## src/rtl/fifo_pkg.sv

```systemverilog
// Shared FIFO helpers: default geometry and Gray/binary conversions.
package fifo_pkg;

  localparam int unsigned FIFO_ADDR_W = 3;
  localparam int unsigned DEPTH       = 2 ** FIFO_ADDR_W;

  // Conversion functions work on a wide vector; callers zero-extend and truncate.
  localparam int unsigned FN_W = 32;

  // Binary to Gray: each bit is the XOR of itself and its upper neighbour.
  function automatic logic [FN_W-1:0] bin2gray(input logic [FN_W-1:0] b);
    return b ^ (b >> 1);
  endfunction

  // Gray to binary: each bit is the XOR of all Gray bits at or above it.
  function automatic logic [FN_W-1:0] gray2bin(input logic [FN_W-1:0] g);
    logic [FN_W-1:0] b;
    b = '0;
    for (int i = 0; i < int'(FN_W); i++) begin
      b[i] = ^(g >> i);
    end
    return b;
  endfunction

endpackage

```

## src/rtl/fifo_gray2bin.sv

```systemverilog
// Combinational Gray-to-binary converter (XOR prefix from the MSB down).
module fifo_gray2bin #(
  parameter int unsigned W = 4
) (
  input  logic [W-1:0] gray,
  output logic [W-1:0] bin
);

  // Bit i is the parity of gray[W-1:i].
  always_comb begin
    bin = '0;
    for (int i = 0; i < int'(W); i++) begin
      bin[i] = ^(gray >> i);
    end
  end

endmodule

```

## src/rtl/fifo_rd_ctrl.sv

```systemverilog
// Read-side pointer controller for the async FIFO: pointers, flags, level, underflow.
module fifo_rd_ctrl
  import fifo_pkg::*;
#(
  parameter int unsigned ADDR_W    = FIFO_ADDR_W,
  parameter int unsigned AE_THRESH = 2
) (
  input  logic              r_clk,
  input  logic              r_rstn,
  input  logic              r_inc,
  input  logic              underflow_clr,
  input  logic [ADDR_W:0]   sync_wr_ptr,
  output logic [ADDR_W-1:0] rd_addr,
  output logic [ADDR_W:0]   gray_rd_ptr,
  output logic              empty,
  output logic              almost_empty,
  output logic [ADDR_W:0]   rd_level,
  output logic              rd_ack,
  output logic              underflow
);

  localparam int unsigned PTR_W = ADDR_W + 1;

  logic [PTR_W-1:0] rd_bin;
  logic [PTR_W-1:0] rd_bin_nxt;
  logic [PTR_W-1:0] rd_gray_nxt;
  logic [PTR_W-1:0] wr_bin;
  logic [PTR_W-1:0] lvl_nxt;
  logic             acc;

  // Synchronised write pointer back to binary for the occupancy subtraction.
  fifo_gray2bin #(.W(PTR_W)) u_wr_g2b (
    .gray (sync_wr_ptr),
    .bin  (wr_bin)
  );

  // Next pointer and occupancy, both taken from post-read values.
  always_comb begin
    acc         = r_inc & ~empty;
    rd_bin_nxt  = rd_bin + PTR_W'(acc);
    rd_gray_nxt = PTR_W'(bin2gray(FN_W'(rd_bin_nxt)));
    lvl_nxt     = wr_bin - rd_bin_nxt;
  end

  assign rd_addr = rd_bin[ADDR_W-1:0];
  assign rd_ack  = acc;

  // Pointer, flag and level registers.
  always_ff @(posedge r_clk or negedge r_rstn) begin
    if (!r_rstn) begin
      rd_bin       <= '0;
      gray_rd_ptr  <= '0;
      empty        <= 1'b1;
      almost_empty <= 1'b1;
      rd_level     <= '0;
    end else begin
      rd_bin       <= rd_bin_nxt;
      gray_rd_ptr  <= rd_gray_nxt;
      empty        <= (rd_gray_nxt == sync_wr_ptr);
      almost_empty <= (lvl_nxt <= PTR_W'(AE_THRESH));
      rd_level     <= lvl_nxt;
    end
  end

  // Sticky underflow; a new underflow attempt beats a simultaneous clear.
  always_ff @(posedge r_clk or negedge r_rstn) begin
    if (!r_rstn) begin
      underflow <= 1'b0;
    end else if (r_inc && empty) begin
      underflow <= 1'b1;
    end else if (underflow_clr) begin
      underflow <= 1'b0;
    end
  end

endmodule

```

## config.mk

```make
export PLATFORM = sky130hd
export DESIGN_NAME = fifo_rd_ctrl
export DESIGN_NICKNAME = d
export VERILOG_FILES = /design/src/rtl/fifo_pkg.sv /design/src/rtl/fifo_gray2bin.sv /design/src/rtl/fifo_rd_ctrl.sv
export SDC_FILE = /design/constraint.sdc
export NUM_CORES = 1
export LEC_CHECK = 0
export ABC_AREA = 1
export CAP_MARGIN = 20
export CORE_MARGIN = 2
export CORE_UTILIZATION = 50
export CTS_BUF_LIST = sky130_fd_sc_hd__clkbuf_16
export CTS_CLUSTER_DIAMETER = 150
export DETAILED_ROUTE_END_ITERATION = 12
export MAX_ROUTING_LAYER = met4
export PLACE_DENSITY_LB_ADDON = 0.1
export SLEW_MARGIN = 20
export SYNTH_ARGS = -nofsm -noshare
export SYNTH_HDL_FRONTEND = slang
export SYNTH_HIERARCHICAL = 1
export SYNTH_SLANG_ARGS = --single-unit
export TNS_END_PERCENT = 100
```

## constraint.sdc

```tcl
create_clock -name r_clk -period 5 [get_ports r_clk]
set_input_delay 1 -clock r_clk [delete_from_list [all_inputs] [get_ports r_clk]]
set_output_delay 1 -clock r_clk [all_outputs]
set_load 0.01 [all_outputs]
```

==> results of run 1 <==
## power by group through the flow
stage	logic, uW	registers (uW)	clock network, uW
after floorplan	276	236	0
after global placement	465	207	0
after detailed placement	483	210	0
after CTS	487	209	152
after global routing	545	215	156
final	483	209	151
## critical path: stages
cell,delay (ns)
clkdlybuf4s50_1,0.48
inv_1,0.05
nor2_1,0.12
clkdlybuf4s50_1,0.55
## registers in the layout, summed over array words and instances, names as in the netlist
name          count
almost_empty      1
gray_rd_ptr       4
rd_level          4
rd_bin            3
underflow         1
empty             1
## metal layers
layer | part of all wire, % | global-route usage (%)
met4 | 2.0 | 10.59
met2 | 50 | 33.80
met5 | 0 | -
met1 | 44 | 25.37
met3 | 4.1 | 3.571
## worst max path at each step
stage / slack [ns] / end / depth (start not counted) / start
floorplan: 2.39 / almost_empty$_DFF_PN1_ / 13 / r_inc
global placement: 1.82 / rd_ack / 4 / r_inc
detailed placement: 1.79 / rd_ack / 4 / r_inc
CTS: 1.79 / rd_ack / 4 / r_inc
global route: 1.72 / rd_ack / 4 / r_inc
finish: 1.80 / rd_ack / 4 / r_inc
## cells in the final DEF, fill, tap and decap left out
cell type | Yosys | routed
inv_1 | 21 | 21
nand3_1 | 9 | 9
o21ai_0 | 1 | 1
nor2_1 | 2 | 2
nand2_4 | 1 | 1
fa_1 | 1 | 1
a21oi_1 | 1 | 1
clkinv_1 | 0 | 1
clkbuf_16 | 0 | 3
nand2_2 | 11 | 11
nand4_1 | 3 | 3
ha_1 | 4 | 4
dfstp_2 | 2 | 2
nor2_2 | 1 | 1
xnor2_1 | 1 | 1
nand2_1 | 42 | 42
nand3b_1 | 1 | 1
or2_2 | 1 | 1
clkdlybuf4s50_1 | 0 | 22
inv_2 | 2 | 2
dfrtp_1 | 12 | 12
## cell type report
cell class	instances	area share (%)
repair buffers	22	18.70
flip-flops and latches	14	29.97
clock inverters	1	0.3188
multi-input cells	79	35.49
well taps	17	1.807
inverters	23	7.333
clock buffers	3	6.376
## through the flow
stage / cells / hold WS (ns) / total power [uW] / area (um^2)
5_1_grt: 159 / 0.5879 / 916.9 / 1177
3_5_place_dp: 155 / 0.5126 / 693.1 / 1099
4_1_cts: 159 / 0.5224 / 848.1 / 1177
6_report: 159 / 0.5189 / 843.2 / 1177
3_3_place_gp: 155 / 0.5109 / 672.3 / 1099
2_1_floorplan: 117 / 0.5222 / 512.1 / 864.6
## kinds of logic (layout without fill, tap and decap cells)
group                    after synthesis  count (layout)
AO/OA/AOI/OAI                          2               2
flip-flops                            14              14
XOR/XNOR                               1               1
AND/OR/NAND/NOR                       71              71
adder cells (fa/ha/maj)                5               5
buffers and inverters                 24              49
## cell usage after synthesis
master	number
a21oi_1	1
buf_4	1
dfrtp_1	12
dfstp_2	2
fa_1	1
ha_1	4
inv_1	21
inv_2	2
nand2_1	42
nand2_2	11
nand2_4	1
nand3_1	9
nand3b_1	1
nand4_1	3
nor2_1	2
nor2_2	1
o21ai_0	1
or2_2	1
xnor2_1	1
==> qor.log, run 1 <==
INFO  setup_path     reg2reg_depth=12
INFO  finish         drive_gt1_share=14.79%
INFO  clock_tree     cts_setup_buffers=0
INFO  setup_path     cp_data_arrival_time=2.20ns
INFO  yosys          syn_inst=117
INFO  power          share_seq_of_total_power=24.8%
INFO  global_route   grt.total_usage=21.12%
INFO  global_route   first_pass_grt_wire_length=3015um
INFO  drt            drt-vias-per-instance=5.031
INFO  power          ir_drop=0.3787mV
INFO  yosys          synth.yosys.seq_area_share=40.81%
INFO  job            max_cap_violations=0
INFO  yosys          synth.net_count=130
INFO  clock_tree     tritoncts=built
INFO  floorplanning  die-width=45.59um
INFO  yosys          synth_top_family_by_area=simple AND/OR/NAND/NOR gates
INFO  power          leakagePower=0.0006354uW
INFO  floorplanning  num_io_pins=23
INFO  timing         final_max_slew_viol_count=0
INFO  setup_path     worst_r2r_endpoint=almost_empty$_DFF_PN1_
INFO  setup_path     rrSetupSlack=2.83ns
INFO  timing         postLayoutSetupSlackWorst=1.797ns
INFO  clock_tree     cts_max_path_buffers=2
INFO  finish         num-nets-final=156
INFO  finish         post-route-util=70.49%
INFO  clock_tree     cts_htree_levels=1
INFO  drt            drtPass1Iterations=4
INFO  power          p_clk_share=17.9%
INFO  outcome        run_status=completed
INFO  setup_path     worst_ep_required_time=4.00ns
INFO  yosys          synth_top_cell_area_share=34.73%
INFO  yosys          netlist_area=864.6um^2
INFO  setup_path     worst_setup_path_end_kind=output pin
INFO  placement      preCtsSetupSlack=1.792ns
INFO  drt            drt-total-wl=1784um
INFO  global_route   pin_count_of_the_biggest_net_entering_global_routing=15
INFO  yosys          synth-compound-area-share=1.158%
INFO  floorplanning  core_area=1670um^2
INFO  finish         fillerInstances=137
INFO  clock_tree     clock-root-buffer=clkbuf_16
INFO  timing         worst_pin_slew=0.6344ns
INFO  yosys          ys_ff_latch=14
INFO  global_route   via_count_of_the_first_global_routing_pass=723
INFO  setup_path     reg2reg_from=empty$_DFF_PN1_
INFO  clock_tree     cts.reportedPaths.clkPinSlew=0.05ns
INFO  drt            drcViolationCount=0
INFO  timing         final_hold_fails=0
INFO  global_route   grt_overflow=0
INFO  timing         rsz_0062_raised_after_global_routing=false
INFO  placement      half_perimeter_wire_length_after_placement=1384um
INFO  timing         finalCritPeriodShare=64.06%
INFO  power          internal-power=501.4uW
INFO  yosys          post_synth_and_or_nand_nor_area_fraction=38.06%
INFO  timing         clock_skew=0.0009789ns
INFO  clock_tree     cts_num_sinks=14
INFO  hold_path      hold_path_class=reg2reg
INFO  placement      port_buffers=22
INFO  drt            drtAntennaViolNets=0
INFO  power          power_density=716.2nW/um^2
INFO  power          switching_share=40.53%
INFO  yosys          synth_fa_ha_area_share=8.104%
INFO  floorplanning  number_of_placement_rows=15
INFO  timing         final.setup.tns=0ns
INFO  drt            detail_route.wl_per_cell=11.22um
INFO  hold_path      whs_path_depth=2
INFO  yosys          yosys.area.top_type=dfrtp_1
INFO  yosys          synth_top_cells_by_area=dfrtp_1 35%, nand2_1 18%, inv_1 9.1%, nand2_2 8.0%, dfstp_2 6.1%
INFO  drt            detailroute.via_count=800
INFO  placement      gp_routability_congestion=0.8091
INFO  clock_tree     post_cts_resize_count=0
INFO  drt            drt_iter0_drc=24
INFO  timing         timing.final.crit_period=3.203ns
INFO  global_route   initial_antenna_violation_count=0
INFO  timing         report.final.setup_viol=0
INFO  timing         maxSlewHeadroom=57.58%
INFO  floorplanning  initial_core_utilization=51.76%
INFO  clock_tree     ctsHoldBuffers=0
INFO  yosys          syn_avg_cell_area=7.390um^2
INFO  clock_tree     tritoncts.num_buffers=3
INFO  yosys          yosys_warnings=6
INFO  power          p_comb_share=57.3%
INFO  yosys          post_synth_num_cell_types=19
INFO  hold_path      hold_start=empty$_DFF_PN1_
INFO  yosys          synth.mux.area_fraction=0%
INFO  timing         maxClockFrequency=312.2MHz
INFO  yosys          synth_xor_area_share=1.013%
INFO  finish         antenna_cells=0
INFO  finish         multi_input_comb_area=417.9um^2
INFO  floorplanning  floorplan.die.height=45.59um
INFO  setup_path     crit_type=in2out
INFO  setup_path     cp-start-kind=input port
INFO  finish         areaGrowthSynthToFinish=36.18%
INFO  hold_path      hold-path-endpoint=underflow$_DFFE_PN0P_
INFO  clock_tree     clk-insertion-delay-late=0.24ns
INFO  setup_path     path_max_fanout=2
INFO  finish         sequential_cell_area=352.8um^2
INFO  power          power.switching=341.8uW
INFO  floorplanning  dieArea=2078um^2
No activity file was read; power rests on OpenSTA's default activity.
==> run 2, diff against run 1 <==
- CORE_UTILIZATION: 50 -> 47
- clock period: 5 -> 3.3 ns (I/O delays scaled with it)
==> run 2 against run 1 <==
Global-route usage shrank 0.96 points. Die area increased by 5.8%. Largest power group unchanged. Cell area up 0.53%. Routed wire length down 1.3%. Highest routed layer unchanged. Critical path type is now in2reg. Power up 51%. Count of clock-buffer cells in the layout did not move. Utilization decreased by 1.9 points.
==> qor.log, run 2 (synthesis results as in run 1) <==
INFO  power          power_density=1077nW/um^2 [was 716.2 nW/um^2]
INFO  clock_tree     tritoncts.num_buffers=3 [unchanged]
INFO  timing         finalCritPeriodShare=78.46%
INFO  floorplanning  dieArea=2199um^2 [was 2078 um^2]
INFO  timing         postLayoutSetupSlackWorst=0.7109ns [was 1.797 ns]
INFO  power          internal-power=761.3uW [was 501.4 uW]
INFO  setup_path     worst_setup_path_end_kind=flop [was output pin]
INFO  global_route   first_pass_grt_wire_length=2960um [was 3015 um]
INFO  drt            drt_iter0_drc=10 [was 24]
INFO  finish         post-route-util=68.55% [was 70.49%]
INFO  timing         report.final.setup_viol=0 [unchanged]
INFO  drt            detailroute.via_count=779 [was 800]
INFO  timing         final_hold_fails=0 [unchanged]
INFO  timing         maxClockFrequency=386.2MHz
INFO  finish         areaGrowthSynthToFinish=36.90% [was 36.18%]
INFO  floorplanning  floorplan.die.height=46.89um [was 45.59 um]
INFO  power          power.switching=513.8uW [was 341.8 uW]
INFO  floorplanning  num_io_pins=23 [unchanged]
INFO  global_route   pin_count_of_the_biggest_net_entering_global_routing=15 [unchanged]
INFO  finish         drive_gt1_share=14.89% [was 14.79%]
INFO  clock_tree     cts_setup_buffers=0 [unchanged]
INFO  finish         num-nets-final=156 [unchanged]
INFO  clock_tree     clock-root-buffer=clkbuf_16 [unchanged]
INFO  finish         layout_commonest_cell=nand2_1 [unchanged]
INFO  drt            drcViolationCount=0 [unchanged]
INFO  clock_tree     cts_num_sinks=14 [unchanged]
INFO  clock_tree     ctsHoldBuffers=0 [unchanged]
INFO  finish         fillerInstances=166 [was 137]
INFO  global_route   via_count_of_the_first_global_routing_pass=721 [was 723]
INFO  power          post-layout-total-power=1275uW [was 843.2 uW]
INFO  placement      preCtsSetupSlack=0.4581ns [was 1.792 ns]
INFO  outcome        run_status=completed [unchanged]
INFO  setup_path     crit_type=in2reg [was in2out]
INFO  timing         final_max_slew_viol_count=0 [unchanged]
INFO  clock_tree     cts_max_path_buffers=2 [unchanged]
INFO  clock_tree     cts_htree_levels=1 [unchanged]
INFO  floorplanning  die-width=46.89um [was 45.59 um]
INFO  setup_path     path_max_fanout=5 [was 2]
INFO  timing         clock_skew=0.0006744ns [was 0.0009789 ns]
INFO  finish         antenna_cells=0 [unchanged]
INFO  setup_path     worst_ep_required_time=3.48ns [was 4.00 ns]
INFO  global_route   initial_antenna_violation_count=0 [unchanged]
INFO  power          switching_share=40.29% [was 40.53%]
INFO  global_route   grt.total_usage=20.16% [was 21.12%]
INFO  drt            drt-vias-per-instance=4.693 [was 5.031]
INFO  drt            drtAntennaViolNets=0 [unchanged]
INFO  global_route   grt_overflow=0 [unchanged]
INFO  floorplanning  number_of_placement_rows=15 [unchanged]
INFO  timing         rsz_0062_raised_after_global_routing=false [unchanged]
INFO  finish         reg.largest.list=gray_rd_ptr: 4 flops, rd_level: 4 flops, rd_bin: 3 flops [unchanged]
INFO  timing         worst_pin_slew=0.6348ns [was 0.6344 ns]
INFO  power          share_seq_of_total_power=25.0% [was 24.8%]
INFO  timing         timing.final.crit_period=2.589ns
INFO  clock_tree     tritoncts=built [unchanged]
INFO  hold_path      hold_path_class=reg2reg [unchanged]
INFO  placement      half_perimeter_wire_length_after_placement=1471um [was 1384 um]
INFO  drt            drt-total-wl=1761um [was 1784 um]
INFO  floorplanning  initial_core_utilization=50.07% [was 51.76%]
INFO  finish         commonest_cells_after_routing_fill_and_taps_aside=42 x nand2_1, 22 x clkdlybuf4s50_1, 21 x inv_1 [unchanged]
INFO  power          ir_drop=0.5191mV [was 0.3787 mV]
INFO  job            max_cap_violations=0 [unchanged]
INFO  drt            detail_route.wl_per_cell=10.61um [was 11.22 um]
INFO  power          leakagePower=0.0006338uW [was 0.0006354 uW]
INFO  clock_tree     clk-insertion-delay-late=0.24ns [about the same]
INFO  floorplanning  core_area=1727um^2 [was 1670 um^2]
INFO  timing         maxSlewHeadroom=57.55% [was 57.58%]
INFO  power          p_comb_share=57.9% [was 57.3%]
INFO  placement      port_buffers=22 [unchanged]
INFO  setup_path     cp_data_arrival_time=2.77ns [was 2.20 ns]
INFO  timing         final.setup.tns=0ns [unchanged]
INFO  clock_tree     cts.reportedPaths.clkPinSlew=0.04ns [was 0.05 ns]
INFO  clock_tree     post_cts_resize_count=0 [unchanged]
INFO  drt            drtPass1Iterations=5 [was 4]
INFO  setup_path     cp-start-kind=input port [unchanged]
INFO  power          p_clk_share=17.1% [was 17.9%]
INFO  placement      gp_routability_congestion=0.8383 [was 0.8091]
==> run 2: path summary, 6_finish.rpt <==
check | from | to | slack, ns | cells past startpoint
min in group asynchronous | r_rstn | gray_rd_ptr[1]$_DFF_PN0_ | 0.82 | 1
setup / recovery | r_inc | almost_empty$_DFF_PN1_ | 0.71 | 14
hold / removal | underflow$_DFFE_PN0P_ | underflow$_DFFE_PN0P_ | 0.52 | 2
setup reg to reg | empty$_DFF_PN1_ | almost_empty$_DFF_PN1_ | 1.12 | 8
max in group asynchronous | r_rstn | rd_bin[2]$_DFF_PN0_ | 2.07 | 1
hold reg to reg | underflow$_DFFE_PN0P_ | underflow$_DFFE_PN0P_ | 0.52 | 2
==> run 2: critical path, cell delays in order <==
cell and delay (ns):
clkdlybuf4s50_1 0.47, inv_1 0.04, nor2_1 0.13, ha_1 0.26, ha_1 0.30, inv_1 0.15
ha_1 0.25, a21oi_1 0.14, nand2_1 0.08, nand2_2 0.07, inv_2 0.03, nand2_2 0.05
nand2_2 0.05, nor2_2 0.07
==> run 2: final cells by class <==
class | count | area [um^2] | share of cell area (%)
timing repair buffer | 22 | 220.2 | 18.60
tap | 25 | 31.28 | 2.643
clock buffer | 3 | 75.07 | 6.342
multi-input combinational | 79 | 417.9 | 35.31
inverter | 23 | 86.33 | 7.294
sequential | 14 | 352.8 | 29.81
==> run 2: power by group through the flow <==
stage	clock network, uW	registers, uW	logic, uW
2_1_floorplan	0	358	418
3_3_place_gp	0	314	715
3_5_place_dp	0	321	742
4_1_cts	225	319	747
5_1_grt	237	329	836
6_report	219	318	738
==> run 2: metal layers <==
layer  global-route usage [%]  vias to the layer above  part of all wire [%]
met3                    3.462                        2                   3.0
li1                         -                      408                     -
met2                    33.97                       18                    51
met1                    22.86                      351                    45
met4                    10.00                        0                   1.0
met5                        -                        -                     0
==> run 2: metrics by stage <==
step | instance area (um^2) | std cells | hold slack [ns]
floorplan | 864.6 | 117 | 0.3644
global placement | 1109 | 163 | 0.5099
detailed placement | 1109 | 163 | 0.5132
CTS | 1184 | 166 | 0.5219
global route | 1184 | 166 | 0.5659
finish | 1184 | 166 | 0.5176
==> run 3, diff against run 2 <==
- clock period: 3.3 -> 2.4 ns (I/O delays scaled with it)
==> run 3 against run 2 <==
Routed wire length is 5.9% higher. Power is 45% higher. Clock skew is 0.0021 ns higher. Flip-flop and latch count stayed put. Register-to-register slack worse by 0.77 ns. Count of clock-buffer cells in the layout stayed put. Largest cell class unchanged. Highest routed layer unchanged.
==> qor.log, run 3 (synthesis results as in run 1) <==
INFO  finish         layout_commonest_cell=nand2_1 [unchanged]
INFO  global_route   grt.total_usage=19.95% [was 20.16%]
INFO  finish         drive_gt1_share=22.37% [was 14.89%]
INFO  hold_path      whs_path_depth=2 [unchanged]
INFO  hold_path      hold-path-endpoint=underflow$_DFFE_PN0P_ [unchanged]
INFO  floorplanning  num_io_pins=23 [unchanged]
INFO  power          power.switching=739.4uW [was 513.8 uW]
INFO  setup_path     crit_type=in2reg [unchanged]
INFO  global_route   first_pass_grt_wire_length=2918um [was 2960 um]
INFO  setup_path     slowest_delay=0.47ns [about the same]
INFO  finish         reg.largest.list=gray_rd_ptr: 4 flops, rd_level: 4 flops, rd_bin: 3 flops [unchanged]
INFO  clock_tree     tritoncts=built [unchanged]
INFO  power          p_clk_share=16.9% [was 17.1%]
INFO  placement      placed_cell_area=1169um^2 [was 1109 um^2]
INFO  setup_path     cp.buffers_inverters=3 [was 4]
INFO  clock_tree     tritoncts.num_buffers=3 [unchanged]
INFO  setup_path     critical-path-top-delay-family=adder cells [unchanged]
INFO  power          power_density=1463nW/um^2 [was 1077 nW/um^2]
INFO  power          p_comb_share=59.5% [was 57.9%]
INFO  global_route   initial_antenna_violation_count=0 [unchanged]
INFO  setup_path     reg2reg_from=empty$_DFF_PN1_ [unchanged]
INFO  timing         finalCritPeriodShare=93.41%
INFO  drt            drt-total-wl=1865um [was 1761 um]
INFO  finish         areaGrowthSynthToFinish=46.60% [was 36.90%]
INFO  floorplanning  dieArea=2199um^2 [unchanged]
INFO  power          switching_share=39.87% [was 40.29%]
INFO  timing         final_hold_fails=0 [unchanged]
INFO  setup_path     worst_setup_path_end_kind=flop [unchanged]
INFO  drt            drtPass1Iterations=4 [was 5]
INFO  power          ir_drop=1.028mV [was 0.5191 mV]
INFO  power          leakagePower=0.0006818uW [was 0.0006338 uW]
INFO  setup_path     rrSetupSlack=0.35ns [was 1.12 ns]
INFO  power          post-layout-total-power=1855uW [was 1275 uW]
INFO  job            max_cap_violations=0 [unchanged]
INFO  drt            drt_iter0_drc=18 [was 10]
INFO  global_route   via_count_of_the_first_global_routing_pass=732 [was 721]
INFO  global_route   grt_overflow=0 [unchanged]
INFO  finish         antenna_cells=0 [unchanged]
INFO  drt            detail_route.wl_per_cell=10.54um [was 10.61 um]
INFO  clock_tree     cts.reportedPaths.clkPinSlew=0.05ns [was 0.04 ns]
INFO  power          share_seq_of_total_power=23.6% [was 25.0%]
INFO  finish         fillerInstances=155 [was 166]
INFO  timing         final.setup.tns=0ns [unchanged]
INFO  hold_path      hold_start=underflow$_DFFE_PN0P_ [unchanged]
INFO  power          internal-power=1115uW [was 761.3 uW]
INFO  clock_tree     ctsHoldBuffers=0 [unchanged]
INFO  setup_path     worst_r2r_endpoint=almost_empty$_DFF_PN1_ [unchanged]
INFO  drt            drt-vias-per-instance=4.723 [was 4.693]
INFO  timing         worst_pin_slew=0.6471ns [was 0.6348 ns]
INFO  timing         clock_skew=0.002756ns [was 0.0006744 ns]
INFO  global_route   pin_count_of_the_biggest_net_entering_global_routing=15 [unchanged]
INFO  floorplanning  floorplan.die.height=46.89um [unchanged]
INFO  setup_path     worst_ep_required_time=2.58ns [was 3.48 ns]
INFO  setup_path     path_cells=clkdlybuf4s50_1 -> inv_1 -> nor2_2 -> ha_2 -> ha_1 -> inv_1 -> fa_1 -> nand2_1 -> nand3_1 -> nor2_2 [was clkdlybuf4s50_1 -> inv_1 -> nor2_1 -> ha_1 -> ha_1 -> inv_1 -> ha_1 -> a21oi_1 -> nand2_1 -> nand2_2 -> inv_2 -> nand2_2 -> nand2_2 -> nor2_2]
INFO  finish         commonest_cells_after_routing_fill_and_taps_aside=42 x nand2_1, 22 x clkdlybuf4s50_1, 20 x inv_1 [was 42 x nand2_1, 22 x clkdlybuf4s50_1, 21 x inv_1]
INFO  drt            drcViolationCount=0 [unchanged]
INFO  timing         fin_worst_hold_slack=0.5174ns [was 0.5176 ns]
INFO  placement      port_buffers=22 [unchanged]
INFO  clock_tree     cts_num_sinks=14 [unchanged]
INFO  floorplanning  die-width=46.89um [unchanged]
INFO  setup_path     crit_slowest_cell=clkdlybuf4s50_1 [unchanged]
INFO  timing         maxClockFrequency=446.1MHz
INFO  timing         final_max_slew_viol_count=0 [unchanged]
INFO  timing         report.final.setup_viol=0 [unchanged]
INFO  clock_tree     cts_max_path_buffers=2 [unchanged]
INFO  drt            detailroute.via_count=836 [was 779]
INFO  setup_path     cp-start-kind=input port [unchanged]
INFO  setup_path     reg2reg_depth=8 [unchanged]
INFO  timing         rsz_0062_raised_after_global_routing=false [unchanged]
INFO  placement      gp_routability_congestion=0.8140 [was 0.8383]
INFO  clock_tree     clock-root-buffer=clkbuf_16 [unchanged]
INFO  finish         num-nets-final=166 [was 156]
INFO  finish         finish.instance_area=1267um^2 [was 1184 um^2]
INFO  placement      half_perimeter_wire_length_after_placement=1437um [was 1471 um]
INFO  outcome        run_status=completed [unchanged]
INFO  setup_path     path_max_fanout=4 [was 5]
INFO  clock_tree     cts_htree_levels=1 [unchanged]
INFO  setup_path     cp_data_arrival_time=2.43ns [was 2.77 ns]
INFO  floorplanning  initial_core_utilization=50.07% [unchanged]
INFO  timing         maxSlewHeadroom=56.73% [was 57.55%]
INFO  drt            drtAntennaViolNets=0 [unchanged]
INFO  clock_tree     clk-insertion-delay-late=0.24ns [about the same]
INFO  floorplanning  number_of_placement_rows=15 [unchanged]
INFO  floorplanning  core_area=1727um^2 [unchanged]
INFO  timing         timing.final.crit_period=2.242ns
INFO  hold_path      hold_path_class=reg2reg [unchanged]
==> run 3: cell count changes in the layout (fill, tap and decap cells not counted), sizes merged <==
| cell | before | now |
|---|---|---|
| buf | 0 | 10 |
| clkinv | 0 | 1 |
==> run 3: worst max path at each step <==
stage	startpoint	end	slack, ns	cells past startpoint
2_1_floorplan	r_inc	almost_empty$_DFF_PN1_	0.31	13
3_3_place_gp	r_inc	almost_empty$_DFF_PN1_	-0.13	14
3_5_place_dp	r_inc	almost_empty$_DFF_PN1_	-0.15	14
4_1_cts	r_inc	almost_empty$_DFF_PN1_	0.08	14
5_1_grt	r_inc	almost_empty$_DFF_PN1_	0.01	10
6_report	r_inc	almost_empty$_DFF_PN1_	0.16	10
==> run 3: what timing repair did <==
item | 4_1_cts | 5_1_grt
endpoints found under the setup margin | 0 | 3
gates resized for setup | 0 | 3
setup buffers | 0 | 2
==> run 3: power groups by stage <==
| stage | logic (uW) | registers (uW) | clock network (uW) |
|---|---|---|---|
| 2_1_floorplan | 575 | 492 | 0 |
| 3_3_place_gp | 1030 | 434 | 0 |
| 3_5_place_dp | 1060 | 440 | 0 |
| 4_1_cts | 1080 | 437 | 315 |
| 5_1_grt | 1230 | 455 | 330 |
| 6_report | 1100 | 437 | 313 |
==> run 3: final cells by class <==
class                   count  area, um^2  share of cell area, %
multi-input cells          79       422.9                  33.37
flip-flops and latches     14       352.8                  27.84
repair buffers             32       295.3                  23.30
inverters                  23       86.33                  6.811
clock buffers               3       75.07                  5.923
well taps                  25       31.28                  2.468
clock inverters             1       3.754                 0.2961
==> run 3: worst register-to-register path: stages (launching register included) <==
cell	delay, ns
dfstp_2	0.54
nor2_2	0.05
ha_2	0.19
ha_1	0.31
inv_2	0.06
fa_1	0.44
nand3b_1	0.21
nand3_1	0.14
nor2_2	0.05
==> run 3: stage by stage <==
stage / util, % / cells / worst slack [ns]
2_1_floorplan: - / 117 / 0.3131
3_3_place_gp: 67.68 / 171 / -0.1331
3_5_place_dp: 67.68 / 171 / -0.1507
4_1_cts: 72.25 / 175 / 0.07792
5_1_grt: 73.41 / 177 / 0.01462
6_report: 73.41 / 177 / 0.1582
==> run 3: metal layers <==
| layer | global-route usage (%) | vias to the layer above | wire length, um |
|---|---|---|---|
| met1 | 21.51 | 383 | 811 |
| met2 | 34.25 | 18 | 945 |
| li1 | - | 430 | - |
| met5 | - | - | 0 |
| met4 | 8.889 | 0 | 37 |
| met3 | 5.000 | 5 | 71 |
